### src/rtl/clock_set_controller_pkg.sv
// Shared definitions for the clock time-set sequencer and the display scanner.
//   state_t      : FSM state codes, also driven out on the mode port
//   HOUR_MAX/MIN_MAX : BCD wrap limits for the 12-hour clock
//   MASK_*       : blink_mask bit positions (1 = blank that digit)
package clock_set_controller_pkg;

  typedef enum logic [1:0] {
    ST_RUN     = 2'd0,
    ST_SET_HR  = 2'd1,
    ST_SET_MIN = 2'd2,
    ST_COMMIT  = 2'd3
  } state_t;

  localparam logic [7:0] HOUR_MAX = 8'h11;
  localparam logic [7:0] MIN_MAX  = 8'h59;

  localparam int unsigned DEB_W     = 20;
  localparam int unsigned BLINK_W   = 25;
  localparam int unsigned TIMEOUT_W = 32;

  localparam int unsigned MASK_W     = 6;
  localparam int unsigned MASK_SEC1  = 0;
  localparam int unsigned MASK_SEC2  = 1;
  localparam int unsigned MASK_MIN1  = 2;
  localparam int unsigned MASK_MIN2  = 3;
  localparam int unsigned MASK_HOUR1 = 4;
  localparam int unsigned MASK_HOUR2 = 5;

endpackage

### src/rtl/clock_set_controller_button_debounce.sv
// Button debouncer: 2-FF synchroniser, stable-level counter, press pulse.
//   clk, reset : system clock, synchronous active-high reset
//   btn        : raw asynchronous button level
//   press      : one-cycle pulse when the stable level goes 0 -> 1
module button_debounce
  import clock_set_controller_pkg::*;
#(
  parameter logic [DEB_W-1:0] CYCLES = 20'd500000
) (
  input  logic clk,
  input  logic reset,
  input  logic btn,
  output logic press
);

  logic [1:0]       r_sync;
  logic             r_stable;
  logic [DEB_W-1:0] r_cnt;
  logic             r_press;

  logic w_differ;
  logic w_accept;

  // A new level is accepted on the CYCLES-th consecutive differing sample.
  assign w_differ = r_sync[1] != r_stable;
  assign w_accept = w_differ && (r_cnt == CYCLES - DEB_W'(1));

  always_ff @(posedge clk) begin
    if (reset) begin
      r_sync   <= 2'b00;
      r_stable <= 1'b0;
      r_cnt    <= '0;
      r_press  <= 1'b0;
    end else begin
      r_sync  <= {r_sync[0], btn};
      r_press <= w_accept && r_sync[1];
      if (!w_differ) begin
        r_cnt <= '0;
      end else if (w_accept) begin
        r_cnt    <= '0;
        r_stable <= r_sync[1];
      end else begin
        r_cnt <= r_cnt + DEB_W'(1);
      end
    end
  end

  assign press = r_press;

endmodule

### src/rtl/clock_set_controller.sv
// Time-set sequencer for the 12-hour clock counter.
//   clk, reset           : system clock, synchronous active-high reset
//   btn_mode, btn_inc    : raw buttons
//   cur_hour, cur_min    : live BCD time from the counter
//   run_en               : counter enable (RUN only)
//   load, load_hour/min  : one-cycle parallel load of the edited time
//   disp_hour, disp_min  : value for the display scanner
//   blink_mask           : per-digit blank mask for the digits being edited
//   mode                 : current state code
module clock_set_controller
  import clock_set_controller_pkg::*;
#(
  parameter logic [DEB_W-1:0]     DEBOUNCE_CYCLES = 20'd500000,
  parameter logic [BLINK_W-1:0]   BLINK_DIV       = 25'd12500000,
  parameter logic [TIMEOUT_W-1:0] SET_TIMEOUT     = 32'd500000000
) (
  input  logic        clk,
  input  logic        reset,
  input  logic        btn_mode,
  input  logic        btn_inc,
  input  logic [7:0]  cur_hour,
  input  logic [7:0]  cur_min,
  output logic        run_en,
  output logic        load,
  output logic [7:0]  load_hour,
  output logic [7:0]  load_min,
  output logic [7:0]  disp_hour,
  output logic [7:0]  disp_min,
  output logic [5:0]  blink_mask,
  output logic [1:0]  mode
);

  // BCD +1 that wraps to 00 after vmax; x9 carries into the tens nibble.
  function automatic logic [7:0] bcd_inc(input logic [7:0] v, input logic [7:0] vmax);
    logic [7:0] r;
    if (v == vmax)            r = 8'h00;
    else if (v[3:0] == 4'h9)  r = {v[7:4] + 4'h1, 4'h0};
    else                      r = {v[7:4], v[3:0] + 4'h1};
    return r;
  endfunction

  logic w_mode_p;
  logic w_inc_p;

  button_debounce #(.CYCLES(DEBOUNCE_CYCLES)) u_deb_mode (
    .clk(clk), .reset(reset), .btn(btn_mode), .press(w_mode_p)
  );

  button_debounce #(.CYCLES(DEBOUNCE_CYCLES)) u_deb_inc (
    .clk(clk), .reset(reset), .btn(btn_inc), .press(w_inc_p)
  );

  state_t               r_state;
  logic [7:0]           r_shadow_hour;
  logic [7:0]           r_shadow_min;
  logic [TIMEOUT_W-1:0] r_timer;
  logic [BLINK_W-1:0]   r_blink_cnt;
  logic                 r_phase;
  logic                 r_run_en;
  logic                 r_load;
  logic [7:0]           r_load_hour;
  logic [7:0]           r_load_min;
  logic [7:0]           r_disp_hour;
  logic [7:0]           r_disp_min;
  logic [MASK_W-1:0]    r_blink_mask;

  state_t               w_state_n;
  logic [7:0]           w_shadow_hour_n;
  logic [7:0]           w_shadow_min_n;
  logic [TIMEOUT_W-1:0] w_timer_n;
  logic                 w_enter_hr;
  logic [BLINK_W-1:0]   w_blink_cnt_n;
  logic                 w_phase_n;
  logic [MASK_W-1:0]    w_mask_n;
  logic                 w_timeout;

  assign w_timeout = r_timer == SET_TIMEOUT - TIMEOUT_W'(1);

  // Next state, shadow edits and idle timer; mode press beats inc press.
  always_comb begin
    w_state_n       = r_state;
    w_shadow_hour_n = r_shadow_hour;
    w_shadow_min_n  = r_shadow_min;
    w_timer_n       = '0;
    w_enter_hr      = 1'b0;
    case (r_state)
      ST_RUN: begin
        if (w_mode_p) begin
          w_state_n       = ST_SET_HR;
          w_shadow_hour_n = cur_hour;
          w_shadow_min_n  = cur_min;
          w_enter_hr      = 1'b1;
        end
      end
      ST_SET_HR: begin
        if (w_mode_p)        w_state_n = ST_SET_MIN;
        else if (w_inc_p)    w_shadow_hour_n = bcd_inc(r_shadow_hour, HOUR_MAX);
        else if (w_timeout)  w_state_n = ST_RUN;
        else                 w_timer_n = r_timer + TIMEOUT_W'(1);
      end
      ST_SET_MIN: begin
        if (w_mode_p)        w_state_n = ST_COMMIT;
        else if (w_inc_p)    w_shadow_min_n = bcd_inc(r_shadow_min, MIN_MAX);
        else if (w_timeout)  w_state_n = ST_RUN;
        else                 w_timer_n = r_timer + TIMEOUT_W'(1);
      end
      default: w_state_n = ST_RUN;
    endcase
  end

  // Free-running blink phase, restarted whenever editing begins.
  always_comb begin
    w_blink_cnt_n = r_blink_cnt + BLINK_W'(1);
    w_phase_n     = r_phase;
    if (w_enter_hr) begin
      w_blink_cnt_n = '0;
      w_phase_n     = 1'b0;
    end else if (r_blink_cnt == BLINK_DIV - BLINK_W'(1)) begin
      w_blink_cnt_n = '0;
      w_phase_n     = ~r_phase;
    end
  end

  // Blank the pair of digits currently being edited during the phase-1 half.
  always_comb begin
    w_mask_n = '0;
    if (w_state_n == ST_SET_HR) begin
      w_mask_n[MASK_HOUR2] = w_phase_n;
      w_mask_n[MASK_HOUR1] = w_phase_n;
    end else if (w_state_n == ST_SET_MIN) begin
      w_mask_n[MASK_MIN2] = w_phase_n;
      w_mask_n[MASK_MIN1] = w_phase_n;
    end
  end

  // State, timers and registered outputs derived from the next state.
  always_ff @(posedge clk) begin
    if (reset) begin
      r_state       <= ST_RUN;
      r_shadow_hour <= 8'h00;
      r_shadow_min  <= 8'h00;
      r_timer       <= '0;
      r_blink_cnt   <= '0;
      r_phase       <= 1'b0;
      r_run_en      <= 1'b1;
      r_load        <= 1'b0;
      r_load_hour   <= 8'h00;
      r_load_min    <= 8'h00;
      r_disp_hour   <= cur_hour;
      r_disp_min    <= cur_min;
      r_blink_mask  <= '0;
    end else begin
      r_state       <= w_state_n;
      r_shadow_hour <= w_shadow_hour_n;
      r_shadow_min  <= w_shadow_min_n;
      r_timer       <= w_timer_n;
      r_blink_cnt   <= w_blink_cnt_n;
      r_phase       <= w_phase_n;
      r_run_en      <= w_state_n == ST_RUN;
      r_load        <= w_state_n == ST_COMMIT;
      r_load_hour   <= w_shadow_hour_n;
      r_load_min    <= w_shadow_min_n;
      r_disp_hour   <= (w_state_n == ST_RUN) ? cur_hour : w_shadow_hour_n;
      r_disp_min    <= (w_state_n == ST_RUN) ? cur_min  : w_shadow_min_n;
      r_blink_mask  <= w_mask_n;
    end
  end

  assign run_en     = r_run_en;
  assign load       = r_load;
  assign load_hour  = r_load_hour;
  assign load_min   = r_load_min;
  assign disp_hour  = r_disp_hour;
  assign disp_min   = r_disp_min;
  assign blink_mask = r_blink_mask;
  assign mode       = r_state;

endmodule

### config.mk
export PLATFORM = sky130hd
export DESIGN_NAME = clock_set_controller
export DESIGN_NICKNAME = d
export VERILOG_FILES = /design/src/rtl/clock_set_controller_pkg.sv /design/src/rtl/clock_set_controller_button_debounce.sv /design/src/rtl/clock_set_controller.sv
export SDC_FILE = /design/constraint.sdc
export NUM_CORES = 1
export LEC_CHECK = 0
export ABC_AREA = 0
export BUFFER_PORTS_ARGS = -buffer_cell sky130_fd_sc_hd__buf_2
export CAP_MARGIN = 25
export CORE_MARGIN = 2
export CORE_UTILIZATION = 53
export DETAILED_ROUTE_END_ITERATION = 8
export MAX_ROUTING_LAYER = met4
export PLACE_DENSITY = 0.83
export SYNTH_ARGS = -nofsm -noshare
export SYNTH_HDL_FRONTEND = slang
export SYNTH_SLANG_ARGS = --single-unit
export TNS_END_PERCENT = 5
### constraint.sdc
create_clock -name clk -period 2.27 [get_ports clk]
set_clock_uncertainty 0.1 [all_clocks]
set_input_delay 0.454 -clock clk [delete_from_list [all_inputs] [get_ports clk]]
set_output_delay 0.454 -clock clk [all_outputs]
set_load 0.02 [all_outputs]
==> results.md <==
- Status: finished with violations
- Failing checks: setup timing
- Worst EP required: 2.48 ns
- Cells along the critical path: or4_4 -> nor4_4 -> nand3_2 -> o41ai_4 -> a21oi_4 -> mux2_4
- Antenna viol nets, final: 0
- Setup CP Type: reg2reg
- RSZ-0062 raised after global routing: true
- Area of the multi-input gates: 0.00339 mm²
- Vias in the first global route: 5076
- Non-filler cells, final: 1005
- Rel. slew slack: 63.0%
- Worst-path clk slew: 0.06 ns
- Htree depth: 4
- CTS sink cnt: 144
- Distinct cell type count after synthesis: 54
- Global placer's final weighted congestion: 0.861
- Number of synthesized register bits: 144
- Drt total wl: 13700 µm
- Achievable Freq: 413 MHz
- Leak: 2.97 nW
- Ports: 62
- FF/Latch Area: 0.00288 mm²
- Net count, final: 881
- Residual DRC: 0
- DRT iter0 DRCs: 380
- Finished Core Util: 65.4%
- Max Slew Vio Count: 0
- Share of cells above drive strength 1: 18.6%
- Area grow syn2layout: 20.9%
- Synth top area cells: dfxtp_1, nor2_1, xor2_1, xnor2_1, nand2_1
- DIE AREA: 0.0132 mm²
- Initial Util: 54.1%
- Leading area contributor after synthesis: dfxtp_1
- Port-buffer cells: 59
- Vias post-DR: 5409
- HP Class: in2reg
- Final worst slack: -0.152 ns
- Main flop type after synthesis: dfxtp_1
- Min Tclk post-route: 2.42 ns
- Core Region: 0.0120 mm²
- Wirelength per Cell: 13.6 µm
- Dpl cells: 972
- Synth Instances: 741
- Die Y: 115 µm
- DR pass1 iterations: 4
- MaxCap Viol Count: 0
- Std cell rows: 40
- Finished Cell Area: 0.00786 mm²
- Mapped Area: 0.00649 mm²
- Slowest-stage cell, CP: or4_4
- Tot Pwr: 5.40 mW
- Fillers: 976
- Type of origin of the critical path: flip-flop
- Root Buffer: clkbuf_16
- Peak VDD IR: 0.590 mV
- Gr ovfl total: 0
- CTS tree: built
- CTS Hold Bufs: 0
- DP HPWL: 9210 µm
- Max clock buf depth: 2
- CP Capture Type: flip-flop
- Final setup fails: 15
- Die width: 115 µm
- Yosys Warn Count: 0
- DP Area: 0.00725 mm²
- Clk Latency, worst-skew pair: 0.43 ns
- Largest net degree at the start of global routing: 26
- Post-synthesis sequential area ratio: 44.4%
- Initial antenna violation count: 1
- CTS buffer count: 17
- Async S/R FF share, synth: 0%
- Crit share post-route: 107%
- Slowest cell delay on critical path: 0.54 ns
- Synth Area per Inst: 8.77 µm²
- Via-to-Cell Ratio: 5.38
- Post-synth EDFFs: 0
- Gr usage total: 22.4%
- Share of the synthesized area in the top cell type: 44.4%
- Arr. time, crit path: 2.63 ns
- Endpoints failing hold: 0
- Pwr dens: 687 mW/mm²
- First-pass GRT wire length: 22900 µm
- Peak fanout along the critical path: 14
- Worst Max-Slew Pin Slew: 0.554 ns
[state kept, by name (all words and copies together), names as in the netlist, 2 cells and up]
register           count
mode                   2
u_deb_inc.r_cnt       20
blink_mask             2
load_min               8
disp_hour              8
load_hour              8
r_timer               32
u_deb_mode.r_sync      2
u_deb_mode.r_cnt      20
r_blink_cnt           25
u_deb_inc.r_sync       2
disp_min               8
[final timing paths]
kind / end / cells after the start / from / slack [ns]
setup / recovery: disp_hour[4] / 6 / r_timer[11] / -0.15
hold / removal: u_deb_inc.r_sync[0] / 2 / btn_inc / 0.14
setup reg to reg: disp_hour[4] / 6 / r_timer[11] / -0.15
hold reg to reg: u_deb_mode.r_sync[1] / 1 / u_deb_mode.r_sync[0] / 0.33
[cell usage in the layout (no fill, tap or decap), drive strengths merged, types with 3 or more instances in the layout]
master / netlist / layout
mux2: 10 / 10
nor3b: 3 / 3
or3: 13 / 13
a21oi: 22 / 22
clkbuf: 20 / 22
nor4b: 6 / 6
or4: 3 / 3
nand4b: 3 / 3
clkinvlp: 0 / 4
o21ai: 16 / 16
and2: 4 / 4
buf: 6 / 110
xor2: 49 / 49
a211oi: 3 / 3
mux2i: 5 / 5
a221o: 3 / 3
and4: 5 / 5
inv: 33 / 33
clkinv: 0 / 3
xnor2: 39 / 39
nor3: 20 / 20
nor4: 12 / 12
nand3: 38 / 38
o2bb2ai: 3 / 3
and3: 18 / 18
ha: 16 / 16
nor2: 122 / 122
nor2b: 20 / 20
nand2: 57 / 57
dfxtp: 144 / 144
nand4: 25 / 25
[per-stage QoR]
stage | setup WS (ns) | hold slack (ns) | TNS (ns)
6_report | -0.152 | 0.142 | -1.82
5_1_grt | -0.253 | 0.157 | -3.63
4_1_cts | -0.156 | 0.130 | -1.89
3_5_place_dp | -0.142 | 0.327 | -1.61
3_3_place_gp | -0.0795 | 0.317 | -0.782
2_1_floorplan | -0.215 | 0.314 | -1.22
[routing by layer]
| metal | part of all wire [%] | up-vias | GRT usage [%] |
|---|---|---|---|
| met4 | 1.9 | 0 | 9.88 |
| met3 | 4.7 | 26 | 6.25 |
| li1 | - | 2733 | - |
| met1 | 45 | 2532 | 27.1 |
| met5 | 0 | - | - |
| met2 | 49 | 118 | 35.1 |
[synth_stat cells (all sizes together) (3+ instances only)]
cell type and instances:
nand4 25, a221o 3, xor2 49, buf 6, nor3b 3, nor4b 6, nand2 57, o2bb2ai 3
and3 18, clkbuf 20, inv 33, and4 5, or3 13, nor2b 20, o21ai 16, mux2 10
mux2i 5, a21oi 22, dfxtp 144, a211oi 3, ha 16, nand4b 3, nor3 20, and2 4
nand3 38, or4 3, xnor2 39, nor2 122, nor4 12
[layout make-up]
type / instances / area share, %
Clock buffer: 22 / 6.04
Multi-Input combinational cell: 539 / 43.1
Antenna cell: 1 / 0.0319
Sequential cell: 144 / 36.7
Timing Repair Buffer: 110 / 8.79
Inverter: 33 / 1.58
Clock inverter: 9 / 1.39
Tap cell: 147 / 2.34
[cell families after synthesis]
group	Yosys count	synth area share (%)
AO/OA/AOI/OAI	63	6.74
XOR/XNOR	88	11.9
adder cells (fa/ha/maj)	16	3.08
buffers and inverters	59	3.76
flip-flops	144	44.4
multiplexers	15	2.68
other	1	0.0577
AND/OR/NAND/NOR	355	27.4
[critical path: cells and delay by family, from the launching register on]
| kind | cells | cell delay (ns) |
|---|---|---|
| simple gates | 3 | 1.01 |
| mux | 1 | 0.34 |
| compound gates | 2 | 0.54 |
| flops | 1 | 0.31 |
[where the power goes]
| part | internal, mW | switching [mW] | total, mW |
|---|---|---|---|
| logic | 0.0473 | 0.0721 | 0.119 |
| clock network | 1.69 | 1.02 | 2.72 |
| registers | 2.55 | 0.0106 | 2.56 |
[timing repair]
action / CTS / global route
cloned: 0 / 0
endpoints found under the hold margin: 0 / 0
buffers inserted: 1 / 0
pin swaps: 1 / 1
gates resized for setup: 1 / 3
setup endpoints to repair: 16 / 25
No activity file was read; power rests on OpenSTA's default activity.
